<file path="src/rtl/dm_arbiter.sv">
// Data-memory sequencer shared between the pipeline MEM stage and an external
// loader/debug port; fixed-latency access with starvation-bounded arbitration.
module dm_arbiter #(
    parameter int AW         = 16,
    parameter int DW         = 16,
    parameter int MEM_LAT    = 2,
    parameter int STARVE_MAX = 4
) (
    input  logic          clk,
    input  logic          rst,
    input  logic          cpu_re,
    input  logic          cpu_we,
    input  logic [AW-1:0] cpu_addr,
    input  logic [DW-1:0] cpu_wdata,
    output logic [DW-1:0] cpu_rdata,
    output logic          cpu_stall,
    input  logic          ext_req,
    input  logic          ext_we,
    input  logic [AW-1:0] ext_addr,
    input  logic [DW-1:0] ext_wdata,
    output logic          ext_gnt,
    output logic          ext_done,
    output logic [DW-1:0] ext_rdata,
    output logic          mem_re,
    output logic          mem_we,
    output logic [AW-1:0] mem_addr,
    output logic [DW-1:0] mem_din,
    input  logic [DW-1:0] mem_dout
);

    localparam int CW  = (MEM_LAT > 1) ? $clog2(MEM_LAT) : 1;
    localparam int SCW = (STARVE_MAX > 0) ? $clog2(STARVE_MAX + 1) : 1;

    typedef enum logic [1:0] {
        IDLE,
        ACCESS,
        DONE
    } state_t;

    state_t          state;
    state_t          state_nx;
    logic            owner_ext;
    logic [CW-1:0]   cnt;
    logic [SCW-1:0]  starve_cnt;
    logic            cpu_req;
    logic            grant_cpu;
    logic            grant_ext;
    logic            last_beat;

    always_ff @(posedge clk) begin
        if (rst) begin
            state <= IDLE;
        end else begin
            state <= state_nx;
        end
    end

    always_comb begin
        state_nx  = state;
        cpu_req   = cpu_re | cpu_we;
        grant_cpu = 1'b0;
        grant_ext = 1'b0;
        last_beat = (state == ACCESS) && (32'(cnt) == MEM_LAT - 1);
        case (state)
            IDLE: begin
                if (ext_req && (!cpu_req || 32'(starve_cnt) >= STARVE_MAX)) begin
                    grant_ext = 1'b1;
                end else if (cpu_req) begin
                    grant_cpu = 1'b1;
                end
                if (grant_ext || grant_cpu) begin
                    state_nx = ACCESS;
                end
            end
            ACCESS: begin
                if (last_beat) begin
                    state_nx = DONE;
                end
            end
            DONE:    state_nx = IDLE;
            default: state_nx = IDLE;
        endcase
        // The DONE cycle releases the CPU even though its request is still up.
        cpu_stall = !rst && cpu_req && !(state == DONE && !owner_ext);
        ext_gnt   = !rst && grant_ext;
        ext_done  = !rst && (state == DONE) && owner_ext;
    end

    always_ff @(posedge clk) begin
        if (rst) begin
            owner_ext  <= 1'b0;
            cnt        <= '0;
            starve_cnt <= '0;
            mem_re     <= 1'b0;
            mem_we     <= 1'b0;
            mem_addr   <= '0;
            mem_din    <= '0;
            cpu_rdata  <= '0;
            ext_rdata  <= '0;
        end else if (grant_ext || grant_cpu) begin
            owner_ext <= grant_ext;
            cnt       <= '0;
            mem_addr  <= grant_ext ? ext_addr : cpu_addr;
            mem_din   <= grant_ext ? ext_wdata : cpu_wdata;
            mem_we    <= grant_ext ? ext_we : cpu_we;
            mem_re    <= grant_ext ? !ext_we : !cpu_we;
            if (grant_ext || !ext_req) begin
                starve_cnt <= '0;
            end else if (32'(starve_cnt) < STARVE_MAX) begin
                starve_cnt <= starve_cnt + SCW'(1);
            end
        end else if (state == ACCESS) begin
            cnt <= cnt + CW'(1);
            if (last_beat) begin
                mem_re <= 1'b0;
                mem_we <= 1'b0;
                if (mem_re) begin
                    if (owner_ext) begin
                        ext_rdata <= mem_dout;
                    end else begin
                        cpu_rdata <= mem_dout;
                    end
                end
            end
        end
    end

endmodule
</file>
<file path="config.mk">
export PLATFORM = sky130hd
export DESIGN_NAME = dm_arbiter
export DESIGN_NICKNAME = d
export VERILOG_FILES = /design/src/rtl/dm_arbiter.sv
export SDC_FILE = /design/constraint.sdc
export NUM_CORES = 1
export LEC_CHECK = 0
export BUFFER_PORTS_ARGS = -buffer_cell sky130_fd_sc_hd__buf_2
export CORE_MARGIN = 2
export CORE_UTILIZATION = 43
export DETAILED_ROUTE_END_ITERATION = 10
export PLACE_DENSITY = 0.8
export SLEW_MARGIN = 40
export SYNTH_ARGS = -nofsm -noshare
export SYNTH_HDL_FRONTEND = slang
export SYNTH_SLANG_ARGS = --single-unit
</file>
<file path="constraint.sdc">
create_clock -name clk -period 1.32 [get_ports clk]
set_input_delay 0.066 -clock clk [delete_from_list [all_inputs] [get_ports clk]]
set_output_delay 0.066 -clock clk [all_outputs]
set_load 0.02 [all_outputs]
</file>
# Word level (Yosys, flattened, before mapping)
# Cells that the tools add are included.
[totals]
out_inout_bits = 69
regBits = 73
inputBits = 86
[classes]
addsub = 2
reduce_logical = 29
n_eq_ne = 4
order_cmp = 2
bitwise_logic = 3
n_mux = 20
[op_table]
columns = ["cell", "count"]
rows = [
  ["2-to-1 mux 16 bit", 2],
  ["2-to-1 mux 1 bit", 13],
  ["AND reduction 5 bit", 2],
  ["logical AND 1 bit", 8],
  ["logical NOT 1 bit", 7],
  ["2-to-1 mux 3 bit", 2],
  ["AND reduction 2 bit", 3],
  ["nonzero test 2 bit", 3],
  ["logical OR 1 bit", 4],
  ["2-to-1 mux 2 bit", 2],
  ["!= test 2 bit, second input constant", 2],
  ["one-hot mux 2 bit (2 select lines)", 1],
  ["adder 3 x 1 -> 3 bit, second input constant", 1],
  [">= comparator 3 bit, second input constant", 1],
  ["< comparator 3 bit, second input constant", 1],
  ["== test 2 x 1 -> 1 bit, second input constant", 1],
  ["== test 2 bit, second input constant", 1],
  ["logical NOT 2 bit", 1],
  ["inverter 1 bit", 2],
  ["OR reduction 2 bit", 1],
  ["adder 1 bit, second input constant", 1],
  ["bitwise OR 1 bit", 1],
]

# Logic depth before layout (Yosys ltp)
[depth]
word_depth = 10
mapped_depth = 6
ltp_nobuf = 3

# Least setup slack after synthesis
# OpenSTA, ideal clock, no wires.
[synth_path]
kind = "register to register"
startpoint = "register state[0]"
endpoint = "register mem_din[1]"
setup_slack_ps = 37
arrival_time_ps = 1129
setup_time_ps = 154
path_stages_with_launch = 5
path_buffers = 2
cell_sequence = "dfxtp_1 -> nor2_1 -> clkbuf_1 -> buf_2 -> a221oi_1"
[synth_between]
elab_chain_len = 3
elab_cells_between_ends = 5
cone_classes = "3 x mux; 2 x reduce/logical"
[synth_lines]
columns = ["element", "line", "rtl"]
rows = [
  ["start, declared", "40", "state_t state;"],
  ["start signal, assigned", "54", "state <= state_nx;"],
  ["logical NOT 2 bit (*)", "64", "case (state)"],
  ["2-to-1 mux 1 bit", "64", ""],
  ["2-to-1 mux 16 bit or logical OR 1 bit (tied branches)", "104, 100", ""],
  ["end signal, assigned", "104", "mem_din <= grant_ext ? ext_wdata : cpu_wdata;"],
  ["end, declared", "27", "output logic [DW-1:0] mem_din,"],
]
# Mark *: on every way between the ends. The rest lies on a longest branch, timed or not.
# A chain may end at the register's enable or synchronous reset.

# Worst setup path after layout
[layout_path]
startpoint = "register starve_cnt[2]"
endpoint = "register mem_addr[8]"
[layout_between]
elab_chain_len = 7
elab_cells_between_ends = 11
cone_classes = "1 x order compare; 7 x mux; 3 x reduce/logical"
[layout_lines]
columns = ["element", "line", "rtl"]
rows = [
  ["start, declared", "44", "logic [SCW-1:0] starve_cnt;"],
  ["start signal, assigned", "110", "starve_cnt <= starve_cnt + SCW'(1);"],
  [">= comparator 3 bit (*)", "66", "if (ext_req && (!cpu_req || 32'(starve_cnt) >= STARVE_MAX)) begin"],
  ["logical OR 1 bit (*)", "66", ""],
  ["logical AND 1 bit (*)", "66", ""],
  ["2-to-1 mux 1 bit", "66", ""],
  ["2-to-1 mux 1 bit (2 in series)", "64", ""],
  ["2-to-1 mux 16 bit or logical OR 1 bit (tied branches)", "103, 100", ""],
  ["end signal, assigned", "103", "mem_addr <= grant_ext ? ext_addr : cpu_addr;"],
  ["end, declared", "26", "output logic [AW-1:0] mem_addr,"],
]
# Mark *: on every way between the ends. The rest lies on a longest branch, timed or not. The select of a mux whose other input is x is not followed.

==> results.toml <==
[place]
routabilityCongestion = 0.7322
io_buffers = 154
dp_hpwl_microns = 6391
dp_slack_ns = -0.02416

[final_layout]
antennaDiodeCount = 0
seq_area_sq_um = 1470
multi_input_area_sq_um = 1981
drive_gt1_share_pct = 52.95
nFillCells = 600
fin_nets = 573
syn_to_final_growth_pct = 49.64

[drt]
top_layer_used = "met4"
met2_length_microns = 4780
drtPass1Iterations = 4
ant_nets = 0
wl_met1_microns = 4223
wl_microns = 9790
wl_met3_microns = 668
detail_route.wl_per_cell_microns = 16.51
drtIter0Drc = 123
vias_per_cell = 5.327
vias = 3159
drc = 0

[cts]
clock-sinks = 73
clk_pin_slew_ns = 0.08
clock_latency_ns = 0.34
hold_buffers = 0
h-tree-depth = 3
clk_path_buf_depth = 2
cts_tree = "built"
root_buffer = "clkbuf_8"
cts_made_buffers = 9

[setup_path]
worstPathArrival_ns = 1.61
path_cells = "buf_6 > o2bb2ai_4 > clkbuf_16 > o32ai_4 > a221oi_2"
reg2reg_depth = 5
slowest_stage = "dfxtp_2"
critPathLaunchType = "register"
required_ns = 1.56
cp-end-kind = "register"
critPathBufInv = 2
cp_top_family = "compound AO/OA/AOI/OAI gates"
worstSetupPathType = "register to register"
critPathMaxStageDelay_ns = 0.37
cp.depth = 5
cp_max_fo = 8

[floorplanning]
num_rows = 32
dieWidth_microns = 93.39
initial_core_util_pct = 44.46
core_area_sq_um = 7727
fp.dieArea_sq_um = 8722
pin_count = 155
die_y_microns = 93.39

[pwr]
power_density_nw_per_um2 = 1176
ir_worst_vdd_mv = 0.6115
p_total_mw = 6.048
p_leak_nw = 2.280

[worst_hold_path]
min_path_type = "input port to register"
whs_path_depth = 3

[global_routing]
grt-ovfl-total = 0
grt_pass1_wl_microns = 14470
grt_max_degree = 50
grt_usage_pct = 20.78
grt_pass1_vias = 3230
antenna_found_initial = 0

[timing]
max_freq_ghz = 0.7270
finalWorstSetupSlack_ns = -0.05549
relSlewSlack_pct = 72.01
period_minus_slack_ns = 1.375
fin_skew_ns = 0.01121
finalSetupViolCount = 9
finalCritPeriodShare_pct = 104.2
maxSlewViolCount = 0
fin_hold_ws_ns = 0.02311
rsz0062_at_grt = "yes"
hold_violations = 0
tightestPinTransition_ns = 0.4199

[synth]
synth_warnings = 0
async_flop_share_pct = 0
ys_seq_area_share_pct = 42.53
yosysUniqueCellTypes = 36
syn_area_per_cell_sq_um = 10.51
synth_nets = 414
synth_commonest_cells = "73 x dfxtp_1, 49 x nand2b_1, 34 x inv_1"
ys_seq_elements = 73
syn-instance-count = 327
netlist.area_leader.share_pct = 42.53
synthTopCellsByArea = "dfxtp_1 43%, a221oi_2 13%, mux2i_1 9.3%, nand2b_1 8.9%, o32ai_1 8.2%"
ys.flop_type = "dfxtp_1"
synth_edf_count = 0
synth_most_common_cell = "dfxtp_1"
syn_area_sq_um = 3436
yosysTopAreaCell = "dfxtp_1"

[outcome]
violations = "negative setup slack"
outcome = "complete, but fails checks"

[flow_run]
cap_violations = 0
[worst register-to-register path, stage by stage (launching register included)]
cell       delay, ns
dfxtp_2         0.37
buf_6           0.11
o2bb2ai_4       0.19
clkbuf_16       0.25
o32ai_4         0.09
a221oi_2        0.27
[area by class of cell]
type	instances	area share, %
clock buffer	10	2.677
clock inverter	6	2.677
inverter	34	2.482
multi-input combinational	186	38.53
sequential	73	28.60
tap	102	2.482
timing repair buffer	182	22.56
[cells in the final DEF, fill, tap and decap left out, drive strengths merged, types with 2 or more instances in the layout]
cell type / instances
o21ai: 5
nand4: 3
inv: 35
bufinv: 4
o32ai: 32
nor2: 5
nand3: 2
o2bb2ai: 2
clkbuf: 14
dfxtp: 73
buf: 178
nand3b: 2
mux2i: 32
a21oi: 5
a221oi: 32
nand2b: 49
nor3: 2
[logic make-up after synthesis]
kind of cell	after synthesis	share of synthesized area, %
simple gates	72	13.18
flops	73	42.53
compound gates	81	24.87
mux	32	9.323
fa+ha+maj	1	0.3641
buf+inv	68	9.723
[layer usage]
metal / global-route usage, % / vias to the layer above
met5: 0 / -
met4: 7.843 / 0
met3: 5.077 / 10
met2: 35.97 / 142
met1: 24.80 / 1487
li1: - / 1520
[report_power, final]
part / internal (mW) / switching [mW] / leakage [nW]
registers: 2.33 / 0.0762 / 0.600
logic: 0.563 / 0.727 / 1.54
clock network: 1.51 / 0.843 / 0.137
total: 4.40 / 1.65 / 2.28
[stage by stage]
| stage | TNS [ns] | instances | cell area [sq um] | utilization (%) |
|---|---|---|---|---|
| after global routing | -1.192 | 593 | 5141 | 66.53 |
| final | -0.1461 | 593 | 5141 | 66.53 |
| after CTS | -0.06816 | 588 | 4718 | 61.06 |
| after detailed placement | -0.02416 | 568 | 4368 | 56.53 |
| after floorplan | 0 | 327 | 3436 | - |
| after global placement | 0 | 568 | 4368 | 56.53 |
[final timing paths]
kind	slack, ns	from	to
min	0.02	mem_dout[6]	cpu_rdata[6]$_SDFFE_PP0P_
min reg2reg	0.46	mem_din[6]$_SDFFE_PP0P_	mem_din[6]$_SDFFE_PP0P_
max reg2reg	-0.06	starve_cnt[2]$_SDFFE_PP0P_	mem_addr[8]$_SDFFE_PP0P_
max	-0.06	starve_cnt[2]$_SDFFE_PP0P_	mem_addr[8]$_SDFFE_PP0P_
[sequential cells by signal, summed over array words and instances (netlist names)]
name        cells
cnt             1
mem_re          1
mem_addr       16
owner_ext       1
ext_rdata      16
mem_we          1
state           2
mem_din        16
cpu_rdata      16
starve_cnt      3
[repair_timing]
| action | CTS | global route |
|---|---|---|
| gates cloned | 0 | 5 |
| setup endpoints to repair | 10 | 37 |
| pin swaps | 2 | 27 |
| resized for setup | 12 | 40 |
| buffers inserted | 4 | 0 |
Power figures use the tool's default switching activity.
